**config.mk**
```make
export PLATFORM = sky130hd
export DESIGN_NAME = fetch_stage
export DESIGN_NICKNAME = d
export VERILOG_FILES = /design/src/rtl/fetch_stage_pkg.sv /design/src/rtl/fetch_stage_decode.sv /design/src/rtl/fetch_stage.sv
export SDC_FILE = /design/constraint.sdc
export NUM_CORES = 1
export LEC_CHECK = 0
export ABC_AREA = 1
export ABC_CLOCK_PERIOD_IN_PS = 14500
export CORE_ASPECT_RATIO = 1.75
export CORE_UTILIZATION = 52
export DETAILED_ROUTE_END_ITERATION = 8
export PLACE_DENSITY = 0.85
export SYNTH_ARGS = -nofsm -noshare
export SYNTH_HDL_FRONTEND = slang
export SYNTH_SLANG_ARGS = --single-unit
export TNS_END_PERCENT = 20
```
**constraint.sdc**
```tcl
create_clock -name clk -period 14.5 [get_ports clk]
set_clock_uncertainty 0.2 [all_clocks]
set_input_delay 3.625 -clock clk [delete_from_list [all_inputs] [get_ports clk]]
set_output_delay 3.625 -clock clk [all_outputs]
set_load 0.02 [all_outputs]
```
**src/rtl/fetch_stage_pkg.sv**
```systemverilog
// Shared types for the rv32i fetch stage.
//   rv32i_types : register index and major opcode encodings
//   instr_types : decoded instruction record carried in IF/ID
//   fetch_types : fetch controller state encoding

package rv32i_types;
  localparam int unsigned XLEN    = 32;
  localparam int unsigned REG_W   = 5;
  localparam int unsigned OPCODE_W = 7;

  typedef logic [REG_W-1:0] rv32i_reg;

  typedef enum logic [OPCODE_W-1:0] {
    OP_LUI   = 7'b0110111,
    OP_AUIPC = 7'b0010111,
    OP_JAL   = 7'b1101111,
    OP_JALR  = 7'b1100111,
    OP_BR    = 7'b1100011,
    OP_LOAD  = 7'b0000011,
    OP_STORE = 7'b0100011,
    OP_IMM   = 7'b0010011,
    OP_REG   = 7'b0110011,
    OP_CSR   = 7'b1110011
  } opcode_t;
endpackage

package instr_types;
  import rv32i_types::*;

  typedef struct packed {
    opcode_t         opcode;
    rv32i_reg        rd;
    logic [2:0]      funct3;
    rv32i_reg        rs1;
    rv32i_reg        rs2;
    logic [6:0]      funct7;
    logic [XLEN-1:0] i_imm;
    logic [XLEN-1:0] s_imm;
    logic [XLEN-1:0] b_imm;
    logic [XLEN-1:0] u_imm;
    logic [XLEN-1:0] j_imm;
  } instr_t;
endpackage

package fetch_types;
  typedef enum logic [1:0] {
    FETCH = 2'd0,
    HOLD  = 2'd1,
    KILL  = 2'd2
  } fetch_state_t;
endpackage

```
**src/rtl/fetch_stage_decode.sv**
```systemverilog
// instr_decode: splits a raw RV32I word into register fields and
// sign-extended immediates. Purely combinational.
//   i_word  : 32-bit instruction word
//   o_instr : decoded fields (instr_types::instr_t)

module instr_decode
  import rv32i_types::*;
  import instr_types::*;
(
  input  logic [XLEN-1:0] i_word,
  output instr_t          o_instr
);

  always_comb begin
    o_instr        = '0;
    o_instr.opcode = opcode_t'(i_word[6:0]);
    o_instr.rd     = i_word[11:7];
    o_instr.funct3 = i_word[14:12];
    o_instr.rs1    = i_word[19:15];
    o_instr.rs2    = i_word[24:20];
    o_instr.funct7 = i_word[31:25];
    o_instr.i_imm  = {{21{i_word[31]}}, i_word[30:20]};
    o_instr.s_imm  = {{21{i_word[31]}}, i_word[30:25], i_word[11:7]};
    o_instr.b_imm  = {{20{i_word[31]}}, i_word[7], i_word[30:25], i_word[11:8], 1'b0};
    o_instr.u_imm  = {i_word[31:12], 12'h000};
    o_instr.j_imm  = {{12{i_word[31]}}, i_word[19:12], i_word[20], i_word[30:21], 1'b0};
  end

endmodule

```
**src/rtl/fetch_stage.sv**
```systemverilog
// fetch_stage: owns the PC, issues held-request reads to the I-cache,
// decodes returned words and writes the IF/ID pipeline register.
// Handles downstream stall (one-entry skid) and EX redirect, including a
// redirect that lands while a cache request is still outstanding.
//   clk, rst                 : clock, async active-high reset
//   icache_read/address      : held read request to the I-cache
//   icache_rdata/resp        : one-cycle response strobe and word
//   stall_i                  : IF/ID must hold
//   redirect_i/redirect_pc_i : taken branch/jump from EX, flushes IF/ID
//   if_id_*                  : IF/ID pipeline register contents

module fetch_stage
  import rv32i_types::*;
  import instr_types::*;
  import fetch_types::*;
#(
  parameter logic [31:0] RESET_PC = 32'h0000_0060
)
(
  input  logic            clk,
  input  logic            rst,
  output logic            icache_read,
  output logic [XLEN-1:0] icache_address,
  input  logic [XLEN-1:0] icache_rdata,
  input  logic            icache_resp,
  input  logic            stall_i,
  input  logic            redirect_i,
  input  logic [XLEN-1:0] redirect_pc_i,
  output logic            if_id_valid,
  output logic [XLEN-1:0] if_id_pc,
  output logic [XLEN-1:0] if_id_ir,
  output instr_t          if_id_instr
);

  localparam logic [XLEN-1:0] PC_STEP = XLEN'(4);

  fetch_state_t    r_state;
  logic [XLEN-1:0] r_pc;
  logic            r_read;
  logic [XLEN-1:0] r_addr;     // in KILL this holds the abandoned (kill) address
  logic [XLEN-1:0] r_skid_pc;
  logic [XLEN-1:0] r_skid_ir;
  logic            r_if_id_valid;
  logic [XLEN-1:0] r_if_id_pc;
  logic [XLEN-1:0] r_if_id_ir;
  instr_t          r_if_id_instr;

  logic            w_resp;
  logic [XLEN-1:0] w_redirect_pc;
  logic [XLEN-1:0] w_pc_next;
  logic [XLEN-1:0] w_dec_word;
  instr_t          w_dec;

  // A response only counts while a request is actually outstanding.
  assign w_resp        = icache_resp & r_read;
  assign w_redirect_pc = redirect_pc_i & ~XLEN'(3);
  assign w_pc_next     = r_pc + PC_STEP;

  // Single decoder on the IF/ID load path: skid word when draining HOLD.
  assign w_dec_word = (r_state == HOLD) ? r_skid_ir : icache_rdata;

  instr_decode u_decode (
    .i_word  (w_dec_word),
    .o_instr (w_dec)
  );

  // Fetch controller, PC and IF/ID register.
  always_ff @(posedge clk or posedge rst) begin
    if (rst) begin
      r_state       <= FETCH;
      r_pc          <= RESET_PC;
      r_read        <= 1'b0;
      r_addr        <= RESET_PC;
      r_skid_pc     <= '0;
      r_skid_ir     <= '0;
      r_if_id_valid <= 1'b0;
      r_if_id_pc    <= '0;
      r_if_id_ir    <= '0;
      r_if_id_instr <= '0;
    end else begin
      case (r_state)
        FETCH: begin
          if (redirect_i) begin
            r_if_id_valid <= 1'b0;
            r_pc          <= w_redirect_pc;
            if (w_resp || !r_read) begin
              // Nothing left in flight: start the new stream next cycle.
              r_read <= 1'b1;
              r_addr <= w_redirect_pc;
            end else begin
              // Request must stay held until the cache answers; drop its word.
              r_state <= KILL;
            end
          end else if (w_resp) begin
            r_pc   <= w_pc_next;
            r_addr <= w_pc_next;
            if (stall_i) begin
              r_skid_pc <= r_pc;
              r_skid_ir <= icache_rdata;
              r_read    <= 1'b0;
              r_state   <= HOLD;
            end else begin
              r_read        <= 1'b1;
              r_if_id_valid <= 1'b1;
              r_if_id_pc    <= r_pc;
              r_if_id_ir    <= icache_rdata;
              r_if_id_instr <= w_dec;
            end
          end else begin
            if (!stall_i) begin
              r_if_id_valid <= 1'b0;
            end
            r_read <= 1'b1;
            r_addr <= r_pc;
          end
        end

        HOLD: begin
          if (redirect_i) begin
            r_if_id_valid <= 1'b0;
            r_pc          <= w_redirect_pc;
            r_addr        <= w_redirect_pc;
            r_read        <= 1'b1;
            r_state       <= FETCH;
          end else if (!stall_i) begin
            r_if_id_valid <= 1'b1;
            r_if_id_pc    <= r_skid_pc;
            r_if_id_ir    <= r_skid_ir;
            r_if_id_instr <= w_dec;
            r_read        <= 1'b1;
            r_addr        <= r_pc;
            r_state       <= FETCH;
          end
        end

        KILL: begin
          if (redirect_i) begin
            r_if_id_valid <= 1'b0;
            r_pc          <= w_redirect_pc;
          end
          if (w_resp) begin
            r_addr  <= redirect_i ? w_redirect_pc : r_pc;
            r_state <= FETCH;
          end
        end

        default: begin
          r_state <= FETCH;
        end
      endcase
    end
  end

  assign icache_read    = r_read;
  assign icache_address = r_addr;
  assign if_id_valid    = r_if_id_valid;
  assign if_id_pc       = r_if_id_pc;
  assign if_id_ir       = r_if_id_ir;
  assign if_id_instr    = r_if_id_instr;

endmodule

```
==> flow_summary.yaml <==
layout:
  final_cell_mix: "413 x nand2_1, 342 x clkdlybuf4s50_1, 255 x o21ai_0"
  final_common_cell: "nand2_1"
  syn2layout_area_growth_pct: 26.6
  nets: 1751
  fin_cells: 1988
  drive_gt1_share_pct: 3.84
logic_synthesis:
  yosys.area_share.simple_pct: 18.9
  synth_compound_area_share_pct: 13.0
  synthCells: 1517
  synth_cell_type_count: 37
  yosys.area_share.xor_xnor_pct: 0.295
  yosysWarningCount: 0
  synthAdderAreaFrac_pct: 0.526
  postSynthAreaPerCell_um2: 7.84
  synth-seq-area-share_pct: 48.0
  synth_mux_area_share_pct: 0
  syn-cell-area_um2: 11900
  ys_ff_latch: 228
  synth_top_family_by_area: "buffers and inverters"
drt:
  routed_wl_um: 32300
  wl_per_cell_um: 16.3
  dr.pass1.iters: 5
  ant_nets: 0
  num_vias: 10100
  drc: 0
  drt_iter0_drc: 643
  via_per_inst: 5.10
hold_path:
  hold_end: "icache_address[26]"
  hold_class: "reg2reg"
  hp-start: "icache_address[26]"
  hold_depth: 2
placed_design:
  gp_congestion: 0.947
  place_hpwl_um: 22700
  io_buffers: 342
  placed_cells: 1949
  pre_cts_slack_ns: 7.72
timing:
  setup_viol_count_final: 0
  fmax_ghz: 0.160
  period_needed_ns: 6.27
  fin_ws_ns: 8.23
  report.final.slew_viol_count: 0
  hold_viol: 0
  fin_setup_tns_ns: 0
  rsz0062_at_grt: "false"
  whs_ns: 0.278
  relSlewSlack_pct: 29.0
  worstMarginPinSlew_ns: 1.06
  finalCritPeriodShare_pct: 43.2
critical_path:
  cp-start-kind: "input pin"
  reg2reg_slack_ns: 11.03
  crit_path_end_kind: "flip-flop"
  r2r-start: "r_state[1]"
  crit_chain: "clkdlybuf4s50_1, buf_4, a2111oi_4, buf_4, buf_4, nand2_1, o21ai_0"
  cp.required_ns: 14.71
  timing.rr.end: "if_id_ir[3]"
  reg2reg_depth: 8
  cp_max_fo: 106
  cp_slowest_cell: "buf_4"
  crit_top_cell: "buf_4"
  slowest_delay_ns: 0.80
  worstSetupPathType: "in2reg"
  critPathArrivalTime_ns: 6.48
pwr:
  ir_drop_uv: 162
  power_density_nw_per_um2: 246
  p_comb_share_pct: 51.9
  p_sw_mw: 1.59
  leakage_nw: 6.87
  p_int_mw: 2.11
  seqPwrFrac_pct: 31.7
  p_total_mw: 3.70
  p_clk_share_pct: 16.5
  p_sw_share_pct: 42.9
clock_tree:
  holdBufCountCts: 0
  cts_root_buf: "clkbuf_16"
  cts_tree: "built"
  post-cts-setup-buffers: 0
  cts_buffers: 22
  worstSkewPairLatency_ns: 0.50
  h-tree-depth: 1
  clock-sinks: 228
  cts.path.max_buffers: 3
  clk_pin_slew_ns: 0.06
  cts_resized: 0
floorplan:
  ios: 359
  die_area_um2: 23500
  core_um2: 22300
  row_count: 72
  floorplan.initialDensity_pct: 53.4
  die_w_um: 116
  die_h_um: 202
global_route:
  grt-ovfl-total: 0
  grt_pass1_vias: 9661
  grt_pass1_wl_um: 50400
  antenna_found_initial: 1
  grt_max_degree: 107
  grt_use_total_pct: 27.5
run_status:
  outcome: "finished, final reports clean"
run:
  cap_viol_max_count: 0
==> through the flow <==
stage | utilization, % | instance area (µm²)
after floorplan | - | 11900
after global placement | 64.2 | 14300
after detailed placement | 64.2 | 14300
after CTS | 67.6 | 15000
after global routing | 67.6 | 15000
final | 67.6 | 15000
==> flip-flops by register name, indices dropped and copies added, names as in the netlist <==
name / count
if_id_pc: 32
icache_address: 32
if_id_valid: 1
r_skid_ir: 32
if_id_instr: 32
if_id_ir: 32
r_skid_pc: 32
r_pc: 32
r_state: 2
icache_read: 1
==> routing by layer <==
| metal | vias up | wire length (µm) | GRT usage [%] |
|---|---|---|---|
| met5 | - | 0 | 0 |
| met4 | 0 | 1520 | 13.0 |
| met3 | 78 | 2510 | 6.12 |
| met2 | 409 | 16600 | 48.5 |
| met1 | 4759 | 11700 | 30.8 |
| li1 | 4896 | - | - |
==> cells by family (layout without fill, tap and decap cells) <==
| kind of cell | Yosys count | count (layout) |
|---|---|---|
| XOR/XNOR | 4 | 4 |
| adder cells (fa/ha/maj) | 5 | 5 |
| AO/OA/AOI/OAI | 297 | 297 |
| AND/OR/NAND/NOR | 557 | 557 |
| flip-flops | 228 | 228 |
| other | 1 | 15 |
| buffers and inverters | 425 | 586 |
==> how the worst max path moves through the flow <==
stage | from | endpoint | slack [ns] | cells after the start
2_1_floorplan | rst | icache_address[0] | 4.43 | 1
3_3_place_gp | redirect_i | if_id_ir[3] | 7.71 | 7
3_5_place_dp | redirect_i | if_id_ir[3] | 7.72 | 7
4_1_cts | redirect_i | if_id_ir[3] | 8.23 | 7
5_1_grt | redirect_i | if_id_ir[3] | 7.94 | 7
6_report | redirect_i | if_id_ir[3] | 8.23 | 7
==> power groups by stage <==
stage | registers, mW | clock network [mW] | logic (mW)
after floorplan | 1.33 | 0 | 1.09
after global placement | 1.16 | 0 | 1.88
after detailed placement | 1.17 | 0 | 1.92
after CTS | 1.17 | 0.619 | 1.93
after global routing | 1.21 | 0.643 | 2.07
final | 1.17 | 0.609 | 1.92
==> worst max-delay path: cells and delay by family <==
kind,cells,cell delay [ns]
buffers and inverters,4,1.97
and+or+nand+nor,1,0.29
AOI/OAI and AO/OA,2,0.50
==> cells in the mapped netlist, drive strengths merged <==
| master | number | area [µm²] |
|---|---|---|
| a22oi | 1 | 7.51 |
| o31ai | 2 | 20.0 |
| o21ai | 273 | 1370 |
| clkbuf | 40 | 150 |
| conb | 1 | 3.75 |
| dfstp | 4 | 105 |
| nor4 | 1 | 6.26 |
| nand3b | 1 | 7.51 |
| or2 | 6 | 37.5 |
| nand2 | 414 | 1560 |
| ha | 5 | 62.6 |
| o211ai | 4 | 30.0 |
| dfrtp | 224 | 5610 |
| nand4 | 9 | 56.3 |
| nand3 | 65 | 325 |
| inv | 196 | 736 |
| o21a | 1 | 7.51 |
| xor2 | 4 | 35.0 |
| a21oi | 8 | 40.0 |
| nor3 | 5 | 36.3 |
| buf | 188 | 1390 |
| clkinv | 1 | 5.00 |
| o41ai | 1 | 8.76 |
| a31oi | 6 | 37.5 |
| nor2 | 56 | 220 |
| a2111oi | 1 | 27.5 |
==> layout make-up <==
| type | instances | area, µm² |
|---|---|---|
| multi-input cells | 877 | 3970 |
| flip-flops and latches | 228 | 5710 |
| clock inverters | 8 | 143 |
| repair buffers | 351 | 3490 |
| inverters | 197 | 748 |
| clock buffers | 30 | 612 |
| well taps | 296 | 370 |
| diodes | 1 | 2.50 |
| fillers | 1812 | 7200 |
(Power assumes the default switching activity.)
